**src/rtl/vga_pkg.sv**
```systemverilog
// Shared raster timing defaults, sizes and the scan state type for the VGA scan controller.
package vga_pkg;
  localparam int PIX_DIV_DEF = 2;
  localparam int H_ACT_DEF   = 640;
  localparam int H_FP_DEF    = 16;
  localparam int H_SYN_DEF   = 96;
  localparam int H_BP_DEF    = 48;
  localparam int V_ACT_DEF   = 480;
  localparam int V_FP_DEF    = 10;
  localparam int V_SYN_DEF   = 2;
  localparam int V_BP_DEF    = 33;
  localparam int H_TOT       = H_ACT_DEF + H_FP_DEF + H_SYN_DEF + H_BP_DEF;
  localparam int V_TOT       = V_ACT_DEF + V_FP_DEF + V_SYN_DEF + V_BP_DEF;
  localparam int IMG_W_DEF   = 160;
  localparam int SHIFT_DEF   = 2;

  localparam int ADDR_W  = 15;
  localparam int COLOR_W = 4;
  localparam int RGB_W   = 3 * COLOR_W;

  typedef enum logic [1:0] {
    IDLE  = 2'd0,
    RUN   = 2'd1,
    DRAIN = 2'd2
  } scan_state_t;
endpackage

```
**src/rtl/vga_scan_ctrl_if.sv**
```systemverilog
// Image ROM port: texel address out from the scanner, RGB444 texel back.
interface vga_scan_ctrl_if;
  import vga_pkg::*;

  logic [ADDR_W-1:0] rom_addr;
  logic [RGB_W-1:0]  rom_data;

  modport master (output rom_addr, input rom_data);
  modport slave  (input rom_addr, output rom_data);
endinterface

```
**src/rtl/pix_tick_gen.sv**
```systemverilog
// Free-running pixel strobe: one vga_clk-wide pulse every PIX_DIV cycles (PIX_DIV >= 2),
// first pulse PIX_DIV cycles after reset release.
module pix_tick_gen #(
  parameter int PIX_DIV = 2
) (
  input  logic vga_clk,
  input  logic reset,
  output logic tick
);
  localparam int            CW   = (PIX_DIV > 2) ? $clog2(PIX_DIV) : 1;
  localparam logic [CW-1:0] LOAD = CW'(PIX_DIV - 1);

  logic [CW-1:0] cnt_q, cnt_d;
  logic          tick_q, tick_d;

  always_comb begin
    cnt_d  = (cnt_q == '0) ? LOAD : cnt_q - 1'b1;
    tick_d = (cnt_q == CW'(1));
  end

  always_ff @(posedge vga_clk or negedge reset) begin
    if (!reset) begin
      cnt_q  <= '0;
      tick_q <= 1'b0;
    end else begin
      cnt_q  <= cnt_d;
      tick_q <= tick_d;
    end
  end

  assign tick = tick_q;
endmodule

```
**src/rtl/vga_scan_ctrl.sv**
```systemverilog
// VGA raster scanner: pixel/line counters, frame sequencing, texel fetch from an image ROM
// and sync generation, with sync/RGB aligned one pixel behind the issued ROM address.
//   state | meaning
//   IDLE  | counters parked at 0,0; syncs high, RGB and address 0
//   RUN   | scanning frames back to back
//   DRAIN | enable dropped; finish the current frame, then IDLE
module vga_scan_ctrl
  import vga_pkg::*;
#(
  parameter int PIX_DIV = PIX_DIV_DEF,
  parameter int H_ACT   = H_ACT_DEF,
  parameter int H_FP    = H_FP_DEF,
  parameter int H_SYN   = H_SYN_DEF,
  parameter int H_BP    = H_BP_DEF,
  parameter int V_ACT   = V_ACT_DEF,
  parameter int V_FP    = V_FP_DEF,
  parameter int V_SYN   = V_SYN_DEF,
  parameter int V_BP    = V_BP_DEF,
  parameter int IMG_W   = IMG_W_DEF,
  parameter int SHIFT   = SHIFT_DEF
) (
  input  logic                   vga_clk,
  input  logic                   reset,
  input  logic                   enable,
  vga_scan_ctrl_if.master        rom,
  output logic                   hsync_n,
  output logic                   vsync_n,
  output logic [COLOR_W-1:0]     vga_r,
  output logic [COLOR_W-1:0]     vga_g,
  output logic [COLOR_W-1:0]     vga_b,
  output logic                   pix_tick,
  output logic                   frame_start,
  output logic                   busy
);
  localparam int HT = H_ACT + H_FP + H_SYN + H_BP;
  localparam int VT = V_ACT + V_FP + V_SYN + V_BP;
  localparam int HW = $clog2(HT);
  localparam int VW = $clog2(VT);

  localparam logic [HW-1:0]     H_LAST  = HW'(HT - 1);
  localparam logic [HW-1:0]     H_ACT_C = HW'(H_ACT);
  localparam logic [HW-1:0]     HS_BEG  = HW'(H_ACT + H_FP);
  localparam logic [HW-1:0]     HS_END  = HW'(H_ACT + H_FP + H_SYN - 1);
  localparam logic [VW-1:0]     V_LAST  = VW'(VT - 1);
  localparam logic [VW-1:0]     V_ACT_C = VW'(V_ACT);
  localparam logic [VW-1:0]     VS_BEG  = VW'(V_ACT + V_FP);
  localparam logic [VW-1:0]     VS_END  = VW'(V_ACT + V_FP + V_SYN - 1);
  localparam logic [ADDR_W-1:0] IMG_W_C = ADDR_W'(IMG_W);

  scan_state_t       state_q, state_d;
  logic [HW-1:0]     h_q, h_d;
  logic [VW-1:0]     v_q, v_d;
  logic [ADDR_W-1:0] addr_q, addr_d;
  logic              act_q, act_d;
  logic [RGB_W-1:0]  rgb_q, rgb_d;
  logic              hs_q, hs_d;
  logic              vs_q, vs_d;
  logic              fs_q, fs_d;
  logic              busy_q, busy_d;
  logic              tick;
  logic              frame_end;

  pix_tick_gen #(.PIX_DIV(PIX_DIV)) u_tick (
    .vga_clk (vga_clk),
    .reset   (reset),
    .tick    (tick)
  );

  // Dropping enable on the very last tick of a frame goes straight to IDLE rather than
  // draining a whole extra frame.
  always_comb begin
    state_d   = state_q;
    frame_end = (h_q == H_LAST) && (v_q == V_LAST);
    unique case (state_q)
      IDLE:    if (tick && enable) state_d = RUN;
      RUN:     if (!enable) state_d = (tick && frame_end) ? IDLE : DRAIN;
      DRAIN: begin
        if (enable)                 state_d = RUN;
        else if (tick && frame_end) state_d = IDLE;
      end
      default: state_d = IDLE;
    endcase
  end

  // Address/active flag are built from the next counter values so they hold for the
  // whole pixel; sync and RGB are built from the current pixel and so trail by one.
  always_comb begin
    h_d    = h_q;
    v_d    = v_q;
    addr_d = addr_q;
    act_d  = act_q;
    rgb_d  = rgb_q;
    hs_d   = hs_q;
    vs_d   = vs_q;
    fs_d   = 1'b0;
    busy_d = (state_d != IDLE);
    if (tick) begin
      if (state_q != IDLE) begin
        if (h_q == H_LAST) begin
          h_d = '0;
          v_d = (v_q == V_LAST) ? '0 : v_q + 1'b1;
        end else begin
          h_d = h_q + 1'b1;
        end
      end
      fs_d   = (state_d == RUN) && (h_d == '0) && (v_d == '0);
      act_d  = (state_d != IDLE) && (h_d < H_ACT_C) && (v_d < V_ACT_C);
      addr_d = act_d ? (IMG_W_C * ADDR_W'(v_d >> SHIFT)) + ADDR_W'(h_d >> SHIFT) : '0;
      rgb_d  = act_q ? rom.rom_data : '0;
      hs_d   = !((state_q != IDLE) && (h_q >= HS_BEG) && (h_q <= HS_END));
      vs_d   = !((state_q != IDLE) && (v_q >= VS_BEG) && (v_q <= VS_END));
    end
  end

  always_ff @(posedge vga_clk or negedge reset) begin
    if (!reset) begin
      state_q <= IDLE;
      h_q     <= '0;
      v_q     <= '0;
      addr_q  <= '0;
      act_q   <= 1'b0;
      rgb_q   <= '0;
      hs_q    <= 1'b1;
      vs_q    <= 1'b1;
      fs_q    <= 1'b0;
      busy_q  <= 1'b0;
    end else begin
      state_q <= state_d;
      h_q     <= h_d;
      v_q     <= v_d;
      addr_q  <= addr_d;
      act_q   <= act_d;
      rgb_q   <= rgb_d;
      hs_q    <= hs_d;
      vs_q    <= vs_d;
      fs_q    <= fs_d;
      busy_q  <= busy_d;
    end
  end

  assign rom.rom_addr = addr_q;
  assign vga_r        = rgb_q[RGB_W-1 -: COLOR_W];
  assign vga_g        = rgb_q[2*COLOR_W-1 -: COLOR_W];
  assign vga_b        = rgb_q[COLOR_W-1:0];
  assign hsync_n      = hs_q;
  assign vsync_n      = vs_q;
  assign pix_tick     = tick;
  assign frame_start  = fs_q;
  assign busy         = busy_q;
endmodule

```
**src/flat_wrapper.sv**
```systemverilog
// flat-port wrapper written by rule: the top's interface ports become plain ports
module vga_scan_ctrl_flat import vga_pkg::*;
#(
  parameter int PIX_DIV = PIX_DIV_DEF,
  parameter int H_ACT   = H_ACT_DEF,
  parameter int H_FP    = H_FP_DEF,
  parameter int H_SYN   = H_SYN_DEF,
  parameter int H_BP    = H_BP_DEF,
  parameter int V_ACT   = V_ACT_DEF,
  parameter int V_FP    = V_FP_DEF,
  parameter int V_SYN   = V_SYN_DEF,
  parameter int V_BP    = V_BP_DEF,
  parameter int IMG_W   = IMG_W_DEF,
  parameter int SHIFT   = SHIFT_DEF
)
  (vga_clk, reset, enable, hsync_n, vsync_n, vga_r, vga_g, vga_b, pix_tick, frame_start, busy, rom_rom_addr, rom_rom_data);
  vga_scan_ctrl_if rom_i ();
  input  logic vga_clk;
  input  logic reset;
  input  logic enable;
  output logic hsync_n;
  output logic vsync_n;
  output logic [COLOR_W-1:0] vga_r;
  output logic [COLOR_W-1:0] vga_g;
  output logic [COLOR_W-1:0] vga_b;
  output logic pix_tick;
  output logic frame_start;
  output logic busy;
  output wire logic [$bits(rom_i.rom_addr)-1:0] rom_rom_addr;
  input wire logic [$bits(rom_i.rom_data)-1:0] rom_rom_data;
  assign rom_rom_addr = rom_i.rom_addr;
  assign rom_i.rom_data = rom_rom_data;
  vga_scan_ctrl #(.PIX_DIV(PIX_DIV), .H_ACT(H_ACT), .H_FP(H_FP), .H_SYN(H_SYN), .H_BP(H_BP), .V_ACT(V_ACT), .V_FP(V_FP), .V_SYN(V_SYN), .V_BP(V_BP), .IMG_W(IMG_W), .SHIFT(SHIFT)) u_core (.vga_clk(vga_clk), .reset(reset), .enable(enable), .rom(rom_i), .hsync_n(hsync_n), .vsync_n(vsync_n), .vga_r(vga_r), .vga_g(vga_g), .vga_b(vga_b), .pix_tick(pix_tick), .frame_start(frame_start), .busy(busy));
endmodule
```
**config.mk**
```make
export PLATFORM = sky130hd
export DESIGN_NAME = vga_scan_ctrl_flat
export DESIGN_NICKNAME = d
export VERILOG_FILES = /design/src/rtl/vga_pkg.sv /design/src/rtl/vga_scan_ctrl_if.sv /design/src/rtl/pix_tick_gen.sv /design/src/rtl/vga_scan_ctrl.sv /design/src/flat_wrapper.sv
export SDC_FILE = /design/constraint.sdc
export NUM_CORES = 1
export LEC_CHECK = 0
export ABC_CLOCK_PERIOD_IN_PS = 6050
export CAP_MARGIN = 20
export CORE_MARGIN = 4
export CORE_UTILIZATION = 45
export DETAILED_ROUTE_END_ITERATION = 12
export PLACE_DENSITY = 0.74
export SLEW_MARGIN = 20
export SYNTH_ARGS = -nofsm -noshare
export SYNTH_HDL_FRONTEND = slang
export SYNTH_HIERARCHICAL = 1
export SYNTH_SLANG_ARGS = --single-unit
```
**constraint.sdc**
```tcl
create_clock -name vga_clk -period 6.05 [get_ports vga_clk]
set_input_delay 0.9075 -clock vga_clk [delete_from_list [all_inputs] [get_ports vga_clk]]
set_output_delay 0.9075 -clock vga_clk [all_outputs]
set_load 0.02 [all_outputs]
```
; After elaboration in Yosys (flattened, before gate mapping)
; Index checks and enable logic that the tools add are counted.
[word_totals]
register_bits = 56
latch_bits = 0
ramBits = 0
romBits = 0
in_bits = 15
output_inout_bits = 32
elab_cells = 63
n_memories = 0
[classes]
addsub = 4
multipliers = 1
div = 0
n_lt_le_gt_ge = 6
n_eq_ne = 5
shifts = 0
muxes = 17
n_bitwise = 0
n_reduce_logical = 18
[op_table]
columns = operator, n
row1 = $mux 10, 7
row2 = $add 10x1->10 const B, 2
row3 = $eq 10x10->1 const B, 2
row4 = $logic_not 10->1, 2
row5 = $add 15x8->15, 1
row6 = $mux 15, 1
row7 = $mux 12, 1
row8 = $logic_and 1x1->1, 11
row9 = $ge 10x10->1 const B, 1
row10 = $ge 10x9->1 const B, 1
row11 = $le 10x10->1 const B, 1
row12 = $le 10x9->1 const B, 1
row13 = $lt 10x10->1 const B, 1
row14 = $lt 10x9->1 const B, 1
row15 = $mul 3x8->10 const A, 1
row16 = $mux 2, 5
row17 = $pmux 2 s3, 1
row18 = $eq 2x1->1 const B, 2
row19 = $reduce_bool 2->1, 2
row20 = $eq 2x2->1 const B, 1
row21 = $logic_not 1->1, 2
row22 = $logic_not 2->1, 1
row23 = $mux 1, 2
row24 = $sub 1x1->1 const B, 1

; Longest topological paths before layout
; Gate-level depths: netlist of the first run.
[depth]
ltp_word = 10
mapped_depth = 19

; Hierarchy
; The synthesis of the first run kept the hierarchy.
[modules_own_cells]
columns = mod, instances, cells_each, area_each_um2, seq_area_each_um2
row1 = vga_scan_ctrl, 1, 387, 3517.1, 1353.8
row2 = pix_tick_gen, 1, 3, 53.8, 50.0

; Least setup slack after synthesis of the first run
; No wires, ideal clock.
[synth_path]
path_kind = register to register
from = register u_core.v_q[0]
to = register u_core.addr_q[14] (netlist: u_core/rom.rom_addr[14])
setup_ns = 0.138
arrival_time_ns = 3.713
required_time_ns = 5.912
path_slack_ns = 2.199
stages_incl_launch_ff = 18
n_path_buf = 0
path_cell_list = dfrtp_1 -> inv_1 -> ha_1 -> nand4_1 -> nor4_4 -> and2b_1 -> o21ai_0 -> o31a_1 -> inv_1 -> ha_1 -> ha_1 -> inv_1 -> fa_1 -> nor3b_1 -> nor2b_1 -> nand4_1 -> xnor2_1 -> o22ai_2
[synth_via]
elab_chain_cells = 10
[synth_rtl]
columns = element, line_no
row1 = "start, declared", vga_scan_ctrl.sv:52  ; logic [VW-1:0] v_q, v_d;
row2 = "start signal, assigned", vga_scan_ctrl.sv:130  ; v_q <= v_d;
row3 = branches (longest 9 deep; another with $add 15x8->15), n/a
row4 = $mux 15 *, vga_scan_ctrl.sv:108  ; addr_d = act_d ? (IMG_W_C * ADDR_W'(v_d >> SHIFT)) + ADDR_W'(h_d >> SHIFT) : '0;
row5 = "end signal, assigned", vga_scan_ctrl.sv:131  ; addr_q <= addr_d;
row6 = "end, declared", vga_scan_ctrl.sv:53  ; logic [ADDR_W-1:0] addr_q, addr_d;
; Mark *: on every way between the ends. The select of a mux whose other input is x is not followed.
; A chain may end at the register's enable or synchronous reset.

; Worst setup path in the final report of the first run
; Ends and elaborated chain as after synthesis.

==> results.yml, run 1 <==
grt:
  grt_pass1_wl_um: 13330
  track_usage_pct: 16.90
  overflow: 0
  grt_pass1_vias: 2768
  grt_max_degree: 57
  antenna_found_initial: 0
timing:
  worst_slew_pin_slew_ns: 0.7035
  drv_slew: 0
  setup_viol: 0
  layout_worst_path_cycle_share_pct: 70.60
  rsz0062_at_grt: "false"
  timing.setup.tns_ns: 0
  relSlewSlack_pct: 53.10
  hold_slack_ns: 0.3939
  hold_viol: 0
  max_freq_mhz: 234.1
  period_needed_ns: 4.272
  fin_skew_ns: 0.01430
detailed_routing:
  dr.pass1.iters: 4
  via_count: 2844
  drt_wl_total_um: 7540
  drtAntennaViolNets: 0
  viasPerCell: 5.407
  drc: 0
  routedWlPerCell_um: 14.33
  drtIter0Drc: 202
yosys:
  synth_area_leaders: "dfrtp_1, ha_1, xnor2_1"
  synthFlopType: "dfrtp_1"
  synthSimpleGateAreaFrac_pct: 17.38
  ys_seq_area_share_pct: 39.31
  yosys-top-cells-count: "dfrtp_1, inv_1, nand2_1, o21ai_0, xnor2_1"
  synthArstFlopShare_pct: 100.0
  ys_seq_elements: 56
  synth_edf_count: 0
  synth_top_area_share_pct: 37.84
  synthMuxAreaShare_pct: 0.9460
  ys_warn_count: 6
  synth_most_common_cell: "dfrtp_1"
  synth-adder-area-share_pct: 8.479
  synth_area_um2: 3571
  synth_compound_area_share_pct: 16.92
  synth_top_area_cell: "dfrtp_1"
  syn_nets: 428
  synthXorXnorAreaFrac_pct: 8.094
  yosys.cell_types.count: 62
  synthCells: 390
  syn_area_per_cell_um2: 9.156
  synth_top_family_by_area: "simple AND/OR/NAND/NOR gates"
setup_path:
  worstPathArrival_ns: 4.46
  crit_fanout: 10
  startpoint: "u_core/v_q[0]$_DFFE_PN0P_"
  cp.required_ns: 6.24
  start_kind: "flip-flop"
  max_stage_delay_ns: 0.52
  critPathCaptureType: "flip-flop"
  r2r-start: "u_core/v_q[0]$_DFFE_PN0P_"
  path_cells: "inv_1 > ha_1 > nand4_1 > nor4_4 > and2b_1 > o21ai_0 > o31a_1 > inv_1 > ha_1 > ha_1 > inv_1 > fa_1 > nor3b_1 > nor2b_1 > nand4_1 > xnor2_1 > o22ai_2"
  timing.setup.critical_path_class: "reg2reg"
  crit_slowest_cell: "nor4_4"
clock_network:
  clk_pin_slew_ns: 0.10
  numCtsBuffers: 5
  root_buffer: "clkbuf_8"
  clkLatencyLatePin_ns: 0.31
  cts_resized: 0
  htreeDepth: 2
  cts_setup_buffers: 0
  clock_sinks: 56
  cts_tree: "yes"
  clk_path_buf_depth: 2
  hold_buffers: 0
placement:
  io_buffers: 46
  gp_congestion: 0.9256
  dp_hpwl_um: 5646
outcome:
  status: "completed"
flow_run:
  cap_violations: 0
floorplanning:
  num_rows: 32
  ios: 47
  core_um2: 7727
  initial_core_util_pct: 46.21
  dieArea_um2: 9425
  die_w_um: 97.08
  die_h_um: 97.08
cells_and_area:
  nets: 461
  area_growth_pct: 16.40
  n_fill_cell: 713
  drive_above_1_share_pct: 8.962
  num_antenna_cells: 0
power_and_ir_drop:
  power_leakage_nw: 1.798
  power_density_nw_per_um2: 209.9
  vdd_drop_max_v: 0.0001188
worst_hold_path:
  hold_path.class: "reg2reg"
  min_from: "u_core/u_tick/cnt_q$_DFF_PN0_"
==> final cells by class <==
type                    instances  area [um2]  share of cell area (%)
well taps                     102       127.6                   3.070
inverters                      52       195.2                   4.696
multi-input cells             260        1851                   44.52
clock buffers                   6       72.57                   1.746
clock inverters                 2       35.03                  0.8429
flip-flops and latches         56        1405                   33.80
repair buffers                 48       470.5                   11.32
==> registers in the layout, summed over array words and instances, names as in the netlist <==
register             count
u_core/vsync_n           1
u_core/frame_start       1
u_core/u_tick/tick       1
u_core/v_q              10
u_core/act_q             1
u_core/rgb_q            12
u_core/state_q           2
u_core/hsync_n           1
u_core/h_q              10
u_core/rom.rom_addr     15
u_core/u_tick/cnt_q      1
u_core/busy              1
==> through the flow <==
stage / instance area, um2 / setup WS, ns / instances / total power [mW] / utilization, %
detailed placement: 4049 / 1.783 / 518 / 0.6404 / 52.40
CTS: 4156 / 1.769 / 526 / 0.8808 / 53.79
global placement: 4049 / 1.970 / 518 / 0.6353 / 52.40
floorplan: 3571 / 2.199 / 390 / 0.5642 / -
finish: 4156 / 1.778 / 526 / 0.8725 / 53.79
global route: 4156 / 1.431 / 526 / 0.9263 / 53.79
==> final timing paths <==
check	endpoint	depth (start not counted)	slack (ns)
min	u_core/u_tick/tick$_DFF_PN0_	0	0.39
min reg2reg	u_core/u_tick/tick$_DFF_PN0_	0	0.39
max in group asynchronous	u_core/u_tick/tick$_DFF_PN0_	2	4.80
min in group asynchronous	u_core/rom.rom_addr[13]$_DFFE_PN0P_	2	0.70
max	u_core/rom.rom_addr[14]$_DFFE_PN0P_	17	1.78
max reg2reg	u_core/rom.rom_addr[14]$_DFFE_PN0P_	17	1.78
==> cells by family (layout without fill, tap and decap cells) <==
logic type               after synthesis  after routing
AO/OA/AOI/OAI                         89             89
adder cells (fa/ha/maj)               23             23
AND/OR/NAND/NOR                      112            112
multiplexers                           3              3
XOR/XNOR                              33             33
buffers and inverters                 74            108
flip-flops                            56             56
==> worst max-delay path: cells and delay by family (launching register included) <==
family                   cells  cell delay, ns
XOR/XNOR                     1            0.20
AO/OA/AOI/OAI                3            0.48
adder cells (fa/ha/maj)      4            1.13
buffers and inverters        3            0.30
AND/OR/NAND/NOR              6            1.56
flip-flops                   1            0.48
==> per-layer routing <==
metal / up-vias / global-route usage, % / wire [um]
met1: 1386 / 22.46 / 3420
met2: 46 / 28.18 / 3750
li1: 1401 / - / -
met5: - / 0 / 0
met3: 11 / 2.656 / 228
met4: 0 / 5.616 / 141
==> placed cells by master, fill, tap and decap left out, types with 4 or more instances in the layout <==
| master | n |
|---|---|
| a21o_1 | 5 |
| o22ai_2 | 9 |
| o22ai_1 | 7 |
| clkdlybuf4s50_1 | 45 |
| dfrtp_1 | 53 |
| and3_1 | 4 |
| clkbuf_8 | 5 |
| a31oi_1 | 4 |
| xnor2_1 | 23 |
| nand2_1 | 35 |
| nand3_1 | 15 |
| inv_1 | 52 |
| nand4_1 | 8 |
| nor3_1 | 7 |
| a21oi_1 | 16 |
| nor2_1 | 12 |
| ha_1 | 21 |
| o21ai_0 | 29 |
| xor2_1 | 10 |
==> where the power goes <==
part | leakage (nW) | switching, mW | internal, mW
Combinational | 1.01 | 0.0960 | 0.0883
Sequential | 0.737 | 0.0391 | 0.408
Clock | 0.0552 | 0.118 | 0.123
Total | 1.80 | 0.253 | 0.620
Power figures use the tool's default switching activity.
==> run 2: changes to the inputs <==
--- a/config.mk
+++ b/config.mk
@@ -5,7 +5,7 @@
 export SDC_FILE = /design/constraint.sdc
 export NUM_CORES = 1
 export LEC_CHECK = 0
-export ABC_CLOCK_PERIOD_IN_PS = 6050
+export ABC_CLOCK_PERIOD_IN_PS = 4200
 export CAP_MARGIN = 20
 export CORE_MARGIN = 4
 export CORE_UTILIZATION = 45
==> constraint.sdc (replaced) <==
create_clock -name vga_clk -period 4.2 [get_ports vga_clk]
set_input_delay 0.63 -clock vga_clk [delete_from_list [all_inputs] [get_ports vga_clk]]
set_output_delay 0.63 -clock vga_clk [all_outputs]
set_load 0.02 [all_outputs]
==> run 2 against run 1 <==
Clock skew shrank 0.0035 ns. Cell count grew 0.95%. Fmax grew 9.8%. Sequential power grew 44%. Critical endpoint unchanged.
==> results.yml, run 2 (synthesis gave the netlist of run 1 again) <==
setup_path:
  crit_fanout: 8
  start_kind: "flip-flop"
  r2r_end: "u_core/rom.rom_addr[14]$_DFFE_PN0P_"
  crit_slowest_cell: "or4_1"
  critical_path_buf_inv_count: 2
  reg2reg_setup_slack_ns: 0.31
  timing.setup.critical_path_class: "reg2reg"
  path_depth: 14
  r2r-start: "u_core/h_q[0]$_DFFE_PN0P_"
  path_cells: "ha_1 > o21a_2 > nand4_2 > nor4_2 > xnor2_1 > inv_1 > ha_1 > ha_1 > inv_1 > or4_1 > o2111ai_1 > nand4_1 > xnor2_1 > o22ai_2"
  cp.required_ns: 4.39
  startpoint: "u_core/h_q[0]$_DFFE_PN0P_"
  endpoint: "u_core/rom.rom_addr[14]$_DFFE_PN0P_"
  max_stage_delay_ns: 0.50
  worstPathArrival_ns: 4.08
  reg2regPathDepth: 14
  crit_family: "simple AND/OR/NAND/NOR gates"
  crit_path_frequent_cell: "ha_1"
  critPathCaptureType: "flip-flop"
timing:
  timing.setup.tns_ns: 0
  max_freq_mhz: 257.1
  hold_slack_ns: 0.3810
  worst_slew_pin_slew_ns: 0.7139
  period_needed_ns: 3.890
  hold_viol: 0
  finalWorstSetupSlack_ns: 0.3098
  drv_slew: 0
  relSlewSlack_pct: 52.40
  layout_worst_path_cycle_share_pct: 92.62
  setup_viol: 0
  rsz0062_at_grt: "false"
  fin_skew_ns: 0.01081
floorplanning:
  die_w_um: 97.08
  num_rows: 32
  initial_core_util_pct: 46.21
  dieArea_um2: 9425
  ios: 47
  core_um2: 7727
  die_h_um: 97.08
clock_network:
  clk_pin_slew_ns: 0.10
  htreeDepth: 2
  numCtsBuffers: 5
  clkLatencyLatePin_ns: 0.31
  clock_sinks: 56
  cts_setup_buffers: 0
  hold_buffers: 0
  clk_path_buf_depth: 2
  root_buffer: "clkbuf_8"
  cts_tree: "yes"
  cts_resized: 0
power_and_ir_drop:
  fin_total_pwr_mw: 1.233
  p_switching_uw: 363.6
  p_clk_share_pct: 25.7
  seqPwrFrac_pct: 52.2
  vdd_drop_max_v: 0.0001765
  power_density_nw_per_um2: 293.3
  p_comb_share_pct: 22.1
  swShare_pct: 29.50
  power_leakage_nw: 1.818
  intPower_uw: 869.0
detailed_routing:
  drt_wl_total_um: 7788
  drtAntennaViolNets: 0
  via_count: 2843
  drc: 0
  drtIter0Drc: 207
  routedWlPerCell_um: 14.67
  viasPerCell: 5.354
  dr.pass1.iters: 4
placement:
  gp_congestion: 0.8854
  dp_hpwl_um: 5680
  dp_worst_setup_slack_ns: 0.2702
  io_buffers: 46
cells_and_area:
  largest_reg_flops: 15
  final_util_pct: 54.39
  nets: 466
  num_antenna_cells: 0
  n_fill_cell: 696
  drive_above_1_share_pct: 11.19
  layout_common_cells: "inv_1, dfrtp_1, clkdlybuf4s50_1"
  area_growth_pct: 17.69
grt:
  grt_max_degree: 57
  antenna_found_initial: 0
  track_usage_pct: 17.14
  grt_pass1_wl_um: 13650
  grt_pass1_vias: 2882
  overflow: 0
worst_hold_path:
  min_from: "u_core/u_tick/cnt_q$_DFF_PN0_"
  hold_path.class: "reg2reg"
outcome:
  status: "completed"
flow_run:
  cap_violations: 0
[run 2: cell count changes in the layout (fill, tap and decap cells not counted), sizes merged]
cell,previous run,this run
bufinv,1,0
buf,3,8
clkbuf,6,8
clkinv,1,0
[run 2: how the worst min path moves through the flow]
stage | slack (ns) | endpoint | cells past startpoint
after floorplan | 0.33 | u_core/act_q$_DFFE_PN0P_ | 0
after global placement | 0.36 | u_core/u_tick/tick$_DFF_PN0_ | 0
after detailed placement | 0.36 | u_core/u_tick/tick$_DFF_PN0_ | 0
after CTS | 0.38 | u_core/u_tick/tick$_DFF_PN0_ | 0
after global routing | 0.39 | u_core/u_tick/tick$_DFF_PN0_ | 0
final | 0.38 | u_core/u_tick/tick$_DFF_PN0_ | 0
[run 2: per-layer routing]
| metal | wire length [um] | vias up | GRT usage (%) |
|---|---|---|---|
| met4 | 114 | 0 | 4.536 |
| met1 | 3545 | 1380 | 22.46 |
| met5 | 0 | - | 0 |
| met3 | 237 | 10 | 2.728 |
| li1 | - | 1406 | - |
| met2 | 3890 | 47 | 29.46 |
[run 2: cell type report]
cell class	instances	area, um2	area share, %
inverter	52	195.2	4.644
sequential	56	1406	33.46
multi-input combinational	260	1866	44.39
tap	102	127.6	3.037
clock buffer	8	100.1	2.382
timing repair buffer	53	508.0	12.09
[run 2: power groups by stage]
stage	logic, mW	registers (mW)	clock network [mW]
global placement	0.271	0.648	0
CTS	0.276	0.642	0.336
detailed placement	0.274	0.653	0
finish	0.273	0.643	0.317
floorplan	0.151	0.662	0
global route	0.303	0.651	0.355
[run 2: worst reg2reg max path: stages, from the launching register on]
cell       delay [ns]
dfrtp_1          0.45
ha_1             0.24
o21a_2           0.24
nand4_2          0.25
nor4_2           0.37
xnor2_1          0.30
inv_1            0.14
ha_1             0.30
ha_1             0.33
inv_1            0.06
or4_1            0.50
o2111ai_1        0.17
nand4_1          0.16
xnor2_1          0.19
o22ai_2          0.08
[run 2: per-stage QoR]
stage	cell area (um2)	instances
after detailed placement	4086	523
after CTS	4187	531
after floorplan	3571	390
after global routing	4203	531
final	4203	531
after global placement	4086	523
